### config.mk
export PLATFORM = sky130hd
export DESIGN_NAME = score_cell_engine
export DESIGN_NICKNAME = d
export VERILOG_FILES = /design/src/rtl/nw_pkg.sv /design/src/rtl/score_max3.sv /design/src/rtl/score_cell_engine.sv
export SDC_FILE = /design/constraint.sdc
export NUM_CORES = 1
export LEC_CHECK = 0
export ABC_CLOCK_PERIOD_IN_PS = 6120
export CORE_AREA = 3 3 112 114
export DETAILED_ROUTE_END_ITERATION = 8
export DIE_AREA = 0 0 115 117
export PLACE_DENSITY = 0.86
export SLEW_MARGIN = 25
export SYNTH_ARGS = -nofsm -noshare
export SYNTH_HDL_FRONTEND = slang
export SYNTH_HIERARCHICAL = 1
export SYNTH_SLANG_ARGS = --single-unit
### constraint.sdc
create_clock -name clk -period 6.12 [get_ports clk]
set_input_delay 1.224 -clock clk [delete_from_list [all_inputs] [get_ports clk]]
set_output_delay 1.224 -clock clk [all_outputs]
set_load 0.03 [all_outputs]
### src/rtl/nw_pkg.sv
// ============================================================================
// Package : nw_pkg
// Shared constants, direction codes, FSM states and score saturation helper.
// Rev     : 1.0
// ============================================================================
`default_nettype none

package nw_pkg;

  localparam int c_N  = 128;
  localparam int c_SW = 9;

  localparam logic signed [c_SW-1:0] c_MATCH    = 9'sd1;
  localparam logic signed [c_SW-1:0] c_MISMATCH = -9'sd1;
  localparam logic signed [c_SW-1:0] c_GAP      = -9'sd2;

  localparam logic [1:0] c_DIR_DIAG = 2'b00;
  localparam logic [1:0] c_DIR_UP   = 2'b01;
  localparam logic [1:0] c_DIR_LEFT = 2'b10;

  typedef enum logic [2:0] {
    ST_IDLE    = 3'd0,
    ST_RD_DIAG = 3'd1,
    ST_RD_UP   = 3'd2,
    ST_RD_LEFT = 3'd3,
    ST_CAPT    = 3'd4,
    ST_CALC    = 3'd5,
    ST_WRITE   = 3'd6,
    ST_NEXT    = 3'd7
  } state_t;

  // Overflow shows as the two top bits of the widened sum disagreeing.
  function automatic logic [c_SW-1:0] sat_score(input logic [c_SW:0] x);
    if (x[c_SW] != x[c_SW-1])
      return x[c_SW] ? {1'b1, {(c_SW-1){1'b0}}} : {1'b0, {(c_SW-1){1'b1}}};
    return x[c_SW-1:0];
  endfunction

endpackage

`default_nettype wire

### src/rtl/score_max3.sv
// ============================================================================
// Module : score_max3
// Forms the three saturated candidates and picks the best (diag > up > left).
// Rev    : 1.0
// ============================================================================
`default_nettype none

module score_max3
  import nw_pkg::*;
#(
  parameter logic signed [c_SW-1:0] MATCH    = c_MATCH,
  parameter logic signed [c_SW-1:0] MISMATCH = c_MISMATCH,
  parameter logic signed [c_SW-1:0] GAP      = c_GAP
) (
  input  logic signed [c_SW-1:0] diag,
  input  logic signed [c_SW-1:0] up,
  input  logic signed [c_SW-1:0] left,
  input  logic                   is_match,
  output logic signed [c_SW-1:0] best,
  output logic [1:0]             best_dir
);

  logic signed [c_SW-1:0] w_sub;
  logic [c_SW:0]          w_d_sum;
  logic [c_SW:0]          w_u_sum;
  logic [c_SW:0]          w_l_sum;
  logic signed [c_SW-1:0] w_d;
  logic signed [c_SW-1:0] w_u;
  logic signed [c_SW-1:0] w_l;

  assign w_sub   = is_match ? MATCH : MISMATCH;
  assign w_d_sum = {diag[c_SW-1], diag} + {w_sub[c_SW-1], w_sub};
  assign w_u_sum = {up[c_SW-1], up} + {GAP[c_SW-1], GAP};
  assign w_l_sum = {left[c_SW-1], left} + {GAP[c_SW-1], GAP};

  assign w_d = $signed(sat_score(w_d_sum));
  assign w_u = $signed(sat_score(w_u_sum));
  assign w_l = $signed(sat_score(w_l_sum));

  always_comb begin
    best     = w_l;
    best_dir = c_DIR_LEFT;
    if (w_d >= w_u && w_d >= w_l) begin
      best     = w_d;
      best_dir = c_DIR_DIAG;
    end else if (w_u >= w_l) begin
      best     = w_u;
      best_dir = c_DIR_UP;
    end
  end

endmodule

`default_nettype wire

### src/rtl/score_cell_engine.sv
// ============================================================================
// Module : score_cell_engine
// Walks cells (0,0)..(N-1,N-1): three score RAM reads, score, one write pulse.
// Rev    : 1.0
// ============================================================================
`default_nettype none

module score_cell_engine
  import nw_pkg::*;
#(
  parameter int                     N        = c_N,
  parameter logic signed [c_SW-1:0] MATCH    = c_MATCH,
  parameter logic signed [c_SW-1:0] MISMATCH = c_MISMATCH,
  parameter logic signed [c_SW-1:0] GAP      = c_GAP,
  parameter int                     AW       = $clog2((N + 1) * (N + 1))
) (
  input  logic                   clk,
  input  logic                   rst,
  input  logic                   start,
  input  logic [1:0]             char_a,
  input  logic [1:0]             char_b,
  output logic                   rd_en,
  output logic [AW-1:0]          rd_addr,
  input  logic signed [c_SW-1:0] rd_data,
  output logic [$clog2(N):0]     i,
  output logic [$clog2(N):0]     j,
  output logic                   en_ins,
  output logic signed [c_SW-1:0] max,
  output logic [1:0]             dir,
  output logic                   busy,
  output logic                   done
);

  localparam int c_IW = $clog2(N) + 1;
  localparam logic [c_IW-1:0] c_LAST = c_IW'(N - 1);

  state_t                 r_state;
  logic [c_IW-1:0]        r_i;
  logic [c_IW-1:0]        r_j;
  logic signed [c_SW-1:0] r_diag;
  logic signed [c_SW-1:0] r_up;
  logic signed [c_SW-1:0] r_left;
  logic signed [c_SW-1:0] r_max;
  logic [1:0]             r_dir;
  logic                   r_rd_en;
  logic [AW-1:0]          r_rd_addr;
  logic                   r_en_ins;
  logic                   r_busy;
  logic                   r_done;

  logic signed [c_SW-1:0] w_best;
  logic [1:0]             w_best_dir;
  logic                   w_row_end;
  logic                   w_last;
  logic [c_IW-1:0]        w_i_nxt;
  logic [c_IW-1:0]        w_j_nxt;
  logic [AW-1:0]          w_base;
  logic [AW-1:0]          w_next_base;

  score_max3 #(
    .MATCH    (MATCH),
    .MISMATCH (MISMATCH),
    .GAP      (GAP)
  ) u_max3 (
    .diag     (r_diag),
    .up       (r_up),
    .left     (r_left),
    .is_match (char_a == char_b),
    .best     (w_best),
    .best_dir (w_best_dir)
  );

  assign w_row_end   = (r_j == c_LAST);
  assign w_last      = w_row_end && (r_i == c_LAST);
  assign w_j_nxt     = w_row_end ? '0 : r_j + c_IW'(1);
  assign w_i_nxt     = w_row_end ? r_i + c_IW'(1) : r_i;
  assign w_base      = AW'(r_i) * AW'(N + 1) + AW'(r_j);
  assign w_next_base = AW'(w_i_nxt) * AW'(N + 1) + AW'(w_j_nxt);

  // Outputs are registered, so each read strobe/address is loaded on entry
  // to its read state; the address is forced back to 0 everywhere else.
  always_ff @(posedge clk or posedge rst) begin
    if (rst) begin
      r_state   <= ST_IDLE;
      r_i       <= '0;
      r_j       <= '0;
      r_diag    <= '0;
      r_up      <= '0;
      r_left    <= '0;
      r_max     <= '0;
      r_dir     <= '0;
      r_rd_en   <= 1'b0;
      r_rd_addr <= '0;
      r_en_ins  <= 1'b0;
      r_busy    <= 1'b0;
      r_done    <= 1'b0;
    end else begin
      r_rd_en   <= 1'b0;
      r_rd_addr <= '0;
      r_en_ins  <= 1'b0;
      r_done    <= 1'b0;
      case (r_state)
        ST_IDLE: begin
          if (start) begin
            r_state <= ST_RD_DIAG;
            r_i     <= '0;
            r_j     <= '0;
            r_rd_en <= 1'b1;
            r_busy  <= 1'b1;
          end
        end
        ST_RD_DIAG: begin
          r_state   <= ST_RD_UP;
          r_rd_en   <= 1'b1;
          r_rd_addr <= w_base + AW'(1);
        end
        ST_RD_UP: begin
          r_diag    <= rd_data;
          r_state   <= ST_RD_LEFT;
          r_rd_en   <= 1'b1;
          r_rd_addr <= w_base + AW'(N + 1);
        end
        ST_RD_LEFT: begin
          r_up    <= rd_data;
          r_state <= ST_CAPT;
        end
        ST_CAPT: begin
          r_left  <= rd_data;
          r_state <= ST_CALC;
        end
        ST_CALC: begin
          r_max    <= w_best;
          r_dir    <= w_best_dir;
          r_en_ins <= 1'b1;
          r_state  <= ST_WRITE;
        end
        ST_WRITE: begin
          r_state <= ST_NEXT;
        end
        ST_NEXT: begin
          if (w_last) begin
            r_state <= ST_IDLE;
            r_i     <= '0;
            r_j     <= '0;
            r_done  <= 1'b1;
            r_busy  <= 1'b0;
          end else begin
            r_state   <= ST_RD_DIAG;
            r_i       <= w_i_nxt;
            r_j       <= w_j_nxt;
            r_rd_en   <= 1'b1;
            r_rd_addr <= w_next_base;
          end
        end
        default: begin
          r_state <= ST_IDLE;
          r_busy  <= 1'b0;
        end
      endcase
    end
  end

  assign rd_en   = r_rd_en;
  assign rd_addr = r_rd_addr;
  assign i       = r_i;
  assign j       = r_j;
  assign en_ins  = r_en_ins;
  assign max     = r_max;
  assign dir     = r_dir;
  assign busy    = r_busy;
  assign done    = r_done;

endmodule

`default_nettype wire

---- Word level (Yosys, flattened, before mapping) ----
Cells that the tools add are included.
storage, ports and cells
  register bits ........................... 76
  word-level logic and storage cells ...... 87
  bits of input ports ..................... 16
operators by class
  mux-type cells .......................... 38
  magnitude comparators ................... 3
  $mul .................................... 2
  equality and inequality tests ........... 15
  reduce and logical (&&, ||, !) cells .... 7
  add/subtract/negate cells ............... 9
operators by type and width
  kind                                                                   number
  9-bit 2-to-1 mux                                                       12
  15-bit case mux with 3 select lines                                    1
  8-bit 2-to-1 mux                                                       5
  8-bit case mux with 2 select lines                                     2
  15-bit by 8-bit adder with 15-bit output                               2
  8-bit by 8-bit multiplier with 15-bit output, second input constant    2
  9-bit greater-or-equal comparator                                      3
  3-bit case mux with 8 select lines                                     1
  9-bit by 2-bit adder with 10-bit output, second input constant         2
  8-bit by 1-bit adder with 8-bit output, second input constant          2
  8-bit by 7-bit equality test with 1-bit output, second input constant  2
  15-bit by 1-bit adder with 15-bit output, second input constant        1
  15-bit by 8-bit adder with 15-bit output, second input constant        1
  15-bit 2-to-1 mux                                                      1
  3-bit equality test, second input constant                             4
  1-bit 2-to-1 mux                                                       11
  9-bit by 9-bit adder with 10-bit output                                1
  3-bit by 2-bit equality test with 1-bit output, second input constant  2
  2-bit 2-to-1 mux                                                       2
  2-bit inequality test, second input constant                           2
  3-bit by 1-bit equality test with 1-bit output, second input constant  1
  3-bit zero test                                                        1
  3-bit 2-to-1 mux                                                       1
  1-bit inequality test                                                  3
  other kinds (8)                                                        9

---- Depth between registers and ports, before layout ----
  depth in word-level cells ............... 9
  gate-level depth with buffers ........... 23
  gate-level depth less buffers ........... 21

---- Hierarchy ----
The synthesis kept the hierarchy.
by module, submodules not included
  module             cells an instance  times used  area an instance (µm²)
  score_cell_engine  460                1           5,052.3
  score_max3         248                1           1,900.6

---- Worst setup path after synthesis ----
OpenSTA, ideal clock, no wires.
  path kind ............................... input to register
  from .................................... input char_b[1]
  to ...................................... register r_max[1], in the netlist max[1]
  required time ........................... 5.995 ns
  arrival time ............................ 5.436 ns
  stages on the path ...................... 23
  buffers on the path ..................... 2
  setup slack ............................. 0.559 ns
  library setup time ...................... 0.125 ns
  path through ............................ xor2_1 > nor2_1 > inv_1 > ha_1 > o21ai_1 > a21oi_1 > o21ai_0 > a21oi_1 > a211oi_2 > xnor2_1 > ha_1 > buf_2 > o211ai_4 > o21a_1 > ha_1 > nand2b_1 > a211oi_1 > o21ai_1 > nand4_1 > a211oi_1 > buf_4 > mux2_2 > mux2_2
between the ends
  cells in the longest elaborated chain, start to end .. 9
RTL lines
  what                                                              RTL line                    text
  start, declared                                                   score_cell_engine.sv:21     input logic [1:0] char_b,
  2-bit equality test (*)                                           score_cell_engine.sv:68     .is_match (char_a == char_b),
  9-bit 2-to-1 mux (*)                                              score_max3.sv:31            assign w_sub = is_match ? MATCH : MISMATCH;
  9-bit by 9-bit adder with 10-bit output (*)                       score_max3.sv:32            assign w_d_sum = {diag[c_SW-1], diag} + {w_sub[c_SW-1], w_sub};
  9-bit 2-to-1 mux / 1-bit inequality test (equally long branches)  nw_pkg.sv:35, nw_pkg.sv:34
  9-bit 2-to-1 mux / 1-bit 2-to-1 mux (equally long branches)       nw_pkg.sv:34                if (x[c_SW] != x[c_SW-1])
  9-bit 2-to-1 mux (*)                                              nw_pkg.sv:36                return x[c_SW-1:0];
  9-bit greater-or-equal comparator                                 score_max3.sv:43            if (w_d >= w_u && w_d >= w_l) begin
  1-bit logical AND                                                 score_max3.sv:43
  9-bit 2-to-1 mux (*)                                              score_max3.sv:43
  net w_best[1]                                                     score_cell_engine.sv:51     logic signed [c_SW-1:0] w_best;
  end signal, assigned                                              score_cell_engine.sv:132    r_max <= w_best;
  end, declared                                                     score_cell_engine.sv:43     logic signed [c_SW-1:0] r_max;
The timed path passes the listed nets; every way through them passes the cells marked *. The select of a mux whose other input is x is not followed.
A chain may end at the register's enable or synchronous reset.

---- Worst setup path after layout ----
Same ends and word-level chain as after synthesis.

==> results.cfg <==
[layout]
n_antenna_cell = 0
drive_above_1_share = 0.143
nets = 899
fillers = 870
area_growth_pct = 14.6
finalNonFillerCells = 913
multi_input_comb_area_mm2 = 0.00475
seq_area_mm2 = 0.00190

[sta]
slew_headroom = 0.444
worst_pin_slew_ns = 0.834
min_period_ns = 5.83
setup_viol = 0
fin_crit_sh = 0.953
setup_tns_ns = 0
rsz0062_at_grt = no
finClkSkew_ns = 0.00794
finalMaxSlewViolations = 0
fmax_mhz = 172
hold_viol = 0

[logic_synthesis]
yosysTopAreaCellShare = 0.274
avgSynthCellArea_um2 = 9.82
netlist_instances = 708
synth_most_common_cell = ha_1
synthTopCellsByArea = dfrtp_1, ha_1, mux2_2, xnor2_1, xor2_1
ys_warn_count = 6
yosysUniqueCellTypes = 76
syn_nets = 842
synth_top_area_cell = dfrtp_1
synth-seq-cells = 76
synth_async_sr_flop_share = 1.00
ys.flop_type = dfrtp_1
synth-edff-count = 0
syn_area_mm2 = 0.00695
synthTopCellsByCount = ha_1, dfrtp_1, nand2_1
seq_area_frac_synth = 0.274

[drt]
drt_iter0_drc = 269
wl_per_cell_um = 18.3
vias = 5593
first_pass_iters = 7
drc = 0
wl_um = 16700
ant_nets = 0
routed_via_density = 6.13

[clocking]
cts_root_buf = clkbuf_16
cts_tree = done
cts_sinks = 76
cts_buffers = 9
cts.reportedPaths.clkPinSlew_ns = 0.06
ctsHoldBuffers = 0
cts_resized = 0
cts_setup_buffers = 0
clkLatencyLatePin_ns = 0.35
cts_buffer_depth = 2
h-tree-depth = 3

[setup_path]
max_stage_delay_ns = 0.41
path_cells = clkdlybuf4s50_1 -> xor2_1 -> nor2_1 -> inv_2 -> ha_1 -> o21ai_1 -> a21oi_2 -> o21ai_1 -> a21oi_1 -> a211oi_2 -> xnor2_1 -> ha_1 -> buf_4 -> o21a_1 -> ha_1 -> nand2b_1 -> a211oi_1 -> o21ai_1 -> nand4_1 -> a211oi_1 -> buf_4 -> mux2_2 -> mux2_2
rr_worst_depth = 18
critPathMaxFanout = 11
reg2reg_slack_ns = 1.00
critical_path_arrival_ns = 6.06
r2r-start = j[0]
cp_num_buf_inv = 4
crit_path_start_kind = input port
crit_slowest_cell = clkdlybuf4s50_1
end_kind = flop
worstPathRequired_ns = 6.35
critPathKind = in -> reg
r2r-end = rd_addr[13]
cp_top_family = compound AO/OA/AOI/OAI gates

[floorplan]
die_y_um = 117
rows = 39
fp.dieW_um = 115
start_util = 0.604
die_area_mm2 = 0.0135
fp.coreArea_mm2 = 0.0115
io_pins = 62

[global_routing]
grt_pass1_vias = 5712
grt-ovfl-total = 0
grt_pass1_wl_um = 27800
antenna_found_initial = 0
grt_max_degree = 77
grt_usage = 0.262

[hold_path]
min_from = max[0]
holdPathStages = 1
holdPathEnd = max[0]
hold_path_class = reg -> reg

[job]
cap_violations = 0

[place]
dp_hpwl_um = 13100
place_congestion = 0.933
port-buffer-count = 61
placed_cells = 897

[outcome]
outcome = completed
==> cell type report <==
class,count,area share
inverter,47,0.0221
sequential,76,0.239
timing repair buffer,67,0.0828
clock inverter,7,0.00943
clock buffer,9,0.0283
multi-input combinational,564,0.596
tap,143,0.0225
==> worst max-delay path by stage <==
stage,startpoint,endpoint,slack (ns),cells after the start
6_report,char_b[1],max[1],0.29,23
3_5_place_dp,char_b[1],max[8],-0.15,22
3_3_place_gp,char_b[1],max[1],0.04,22
2_1_floorplan,char_b[1],max[1],0.56,23
4_1_cts,char_b[1],max[1],0.19,22
5_1_grt,char_b[1],max[1],0.02,23
==> flip-flops by register name, summed over array words and instances, names as in the netlist <==
register,flops
r_state,3
dir,2
j,8
r_up,9
r_left,9
r_diag,9
rd_addr,15
done,1
i,8
busy,1
rd_en,1
max,9
en_ins,1
==> stage by stage <==
stage	hold WS (ns)	utilization	setup slack, ns	area [µm²]
6_report	0.506	0.692	0.289	7970
5_1_grt	0.521	0.692	0.0247	7970
4_1_cts	0.509	0.689	0.190	7940
3_5_place_dp	0.496	0.663	-0.150	7640
3_3_place_gp	0.489	0.663	0.0415	7640
2_1_floorplan	0.479	-	0.559	6950
==> metal layers <==
metal | track usage | vias to the layer above | part of all wire
li1 | - | 2666 | -
met2 | 0.471 | 203 | 0.51
met3 | 0.0530 | 54 | 0.046
met5 | 0 | - | 0
met4 | 0.135 | 0 | 0.045
met1 | 0.294 | 2670 | 0.39
==> worst reg2reg max path: stages, from the launching register on <==
cell	delay (ns)
dfrtp_1	0.47
ha_1	0.34
nand4_2	0.18
or2_2	0.43
nor2_1	0.25
xor2_1	0.30
ha_1	0.29
ha_1	0.28
ha_1	0.28
ha_1	0.21
inv_1	0.07
fa_1	0.40
nor2b_1	0.15
o21ai_0	0.11
a21boi_0	0.30
o21ai_0	0.21
a211oi_2	0.28
mux2i_1	0.31
o31ai_1	0.12
==> cell families (layout without fill, tap and decap cells) <==
kind of cell,count (synthesis),count (layout),share of synthesized area
compound gates,152,152,0.153
xor+xnor,52,52,0.0698
fa+ha+maj,118,118,0.218
buf+inv,68,130,0.0466
flops,76,76,0.274
mux,59,59,0.0954
simple gates,183,183,0.144
==> cells in the final DEF, fill, tap and decap left out, drive strengths merged, types with 12 or more instances in the layout <==
master and count:
dfrtp 76, ha 113, xnor2 29, a21o 12, nand2 49, mux2 49
nand3 26, xor2 22, nand2b 14, a21oi 35, nor2 34, inv 49
o21ai 38, clkdlybuf4s50 61
Power is not shown: default switching activity piles up to over one toggle a cycle in this logic, so the estimate is an artifact.
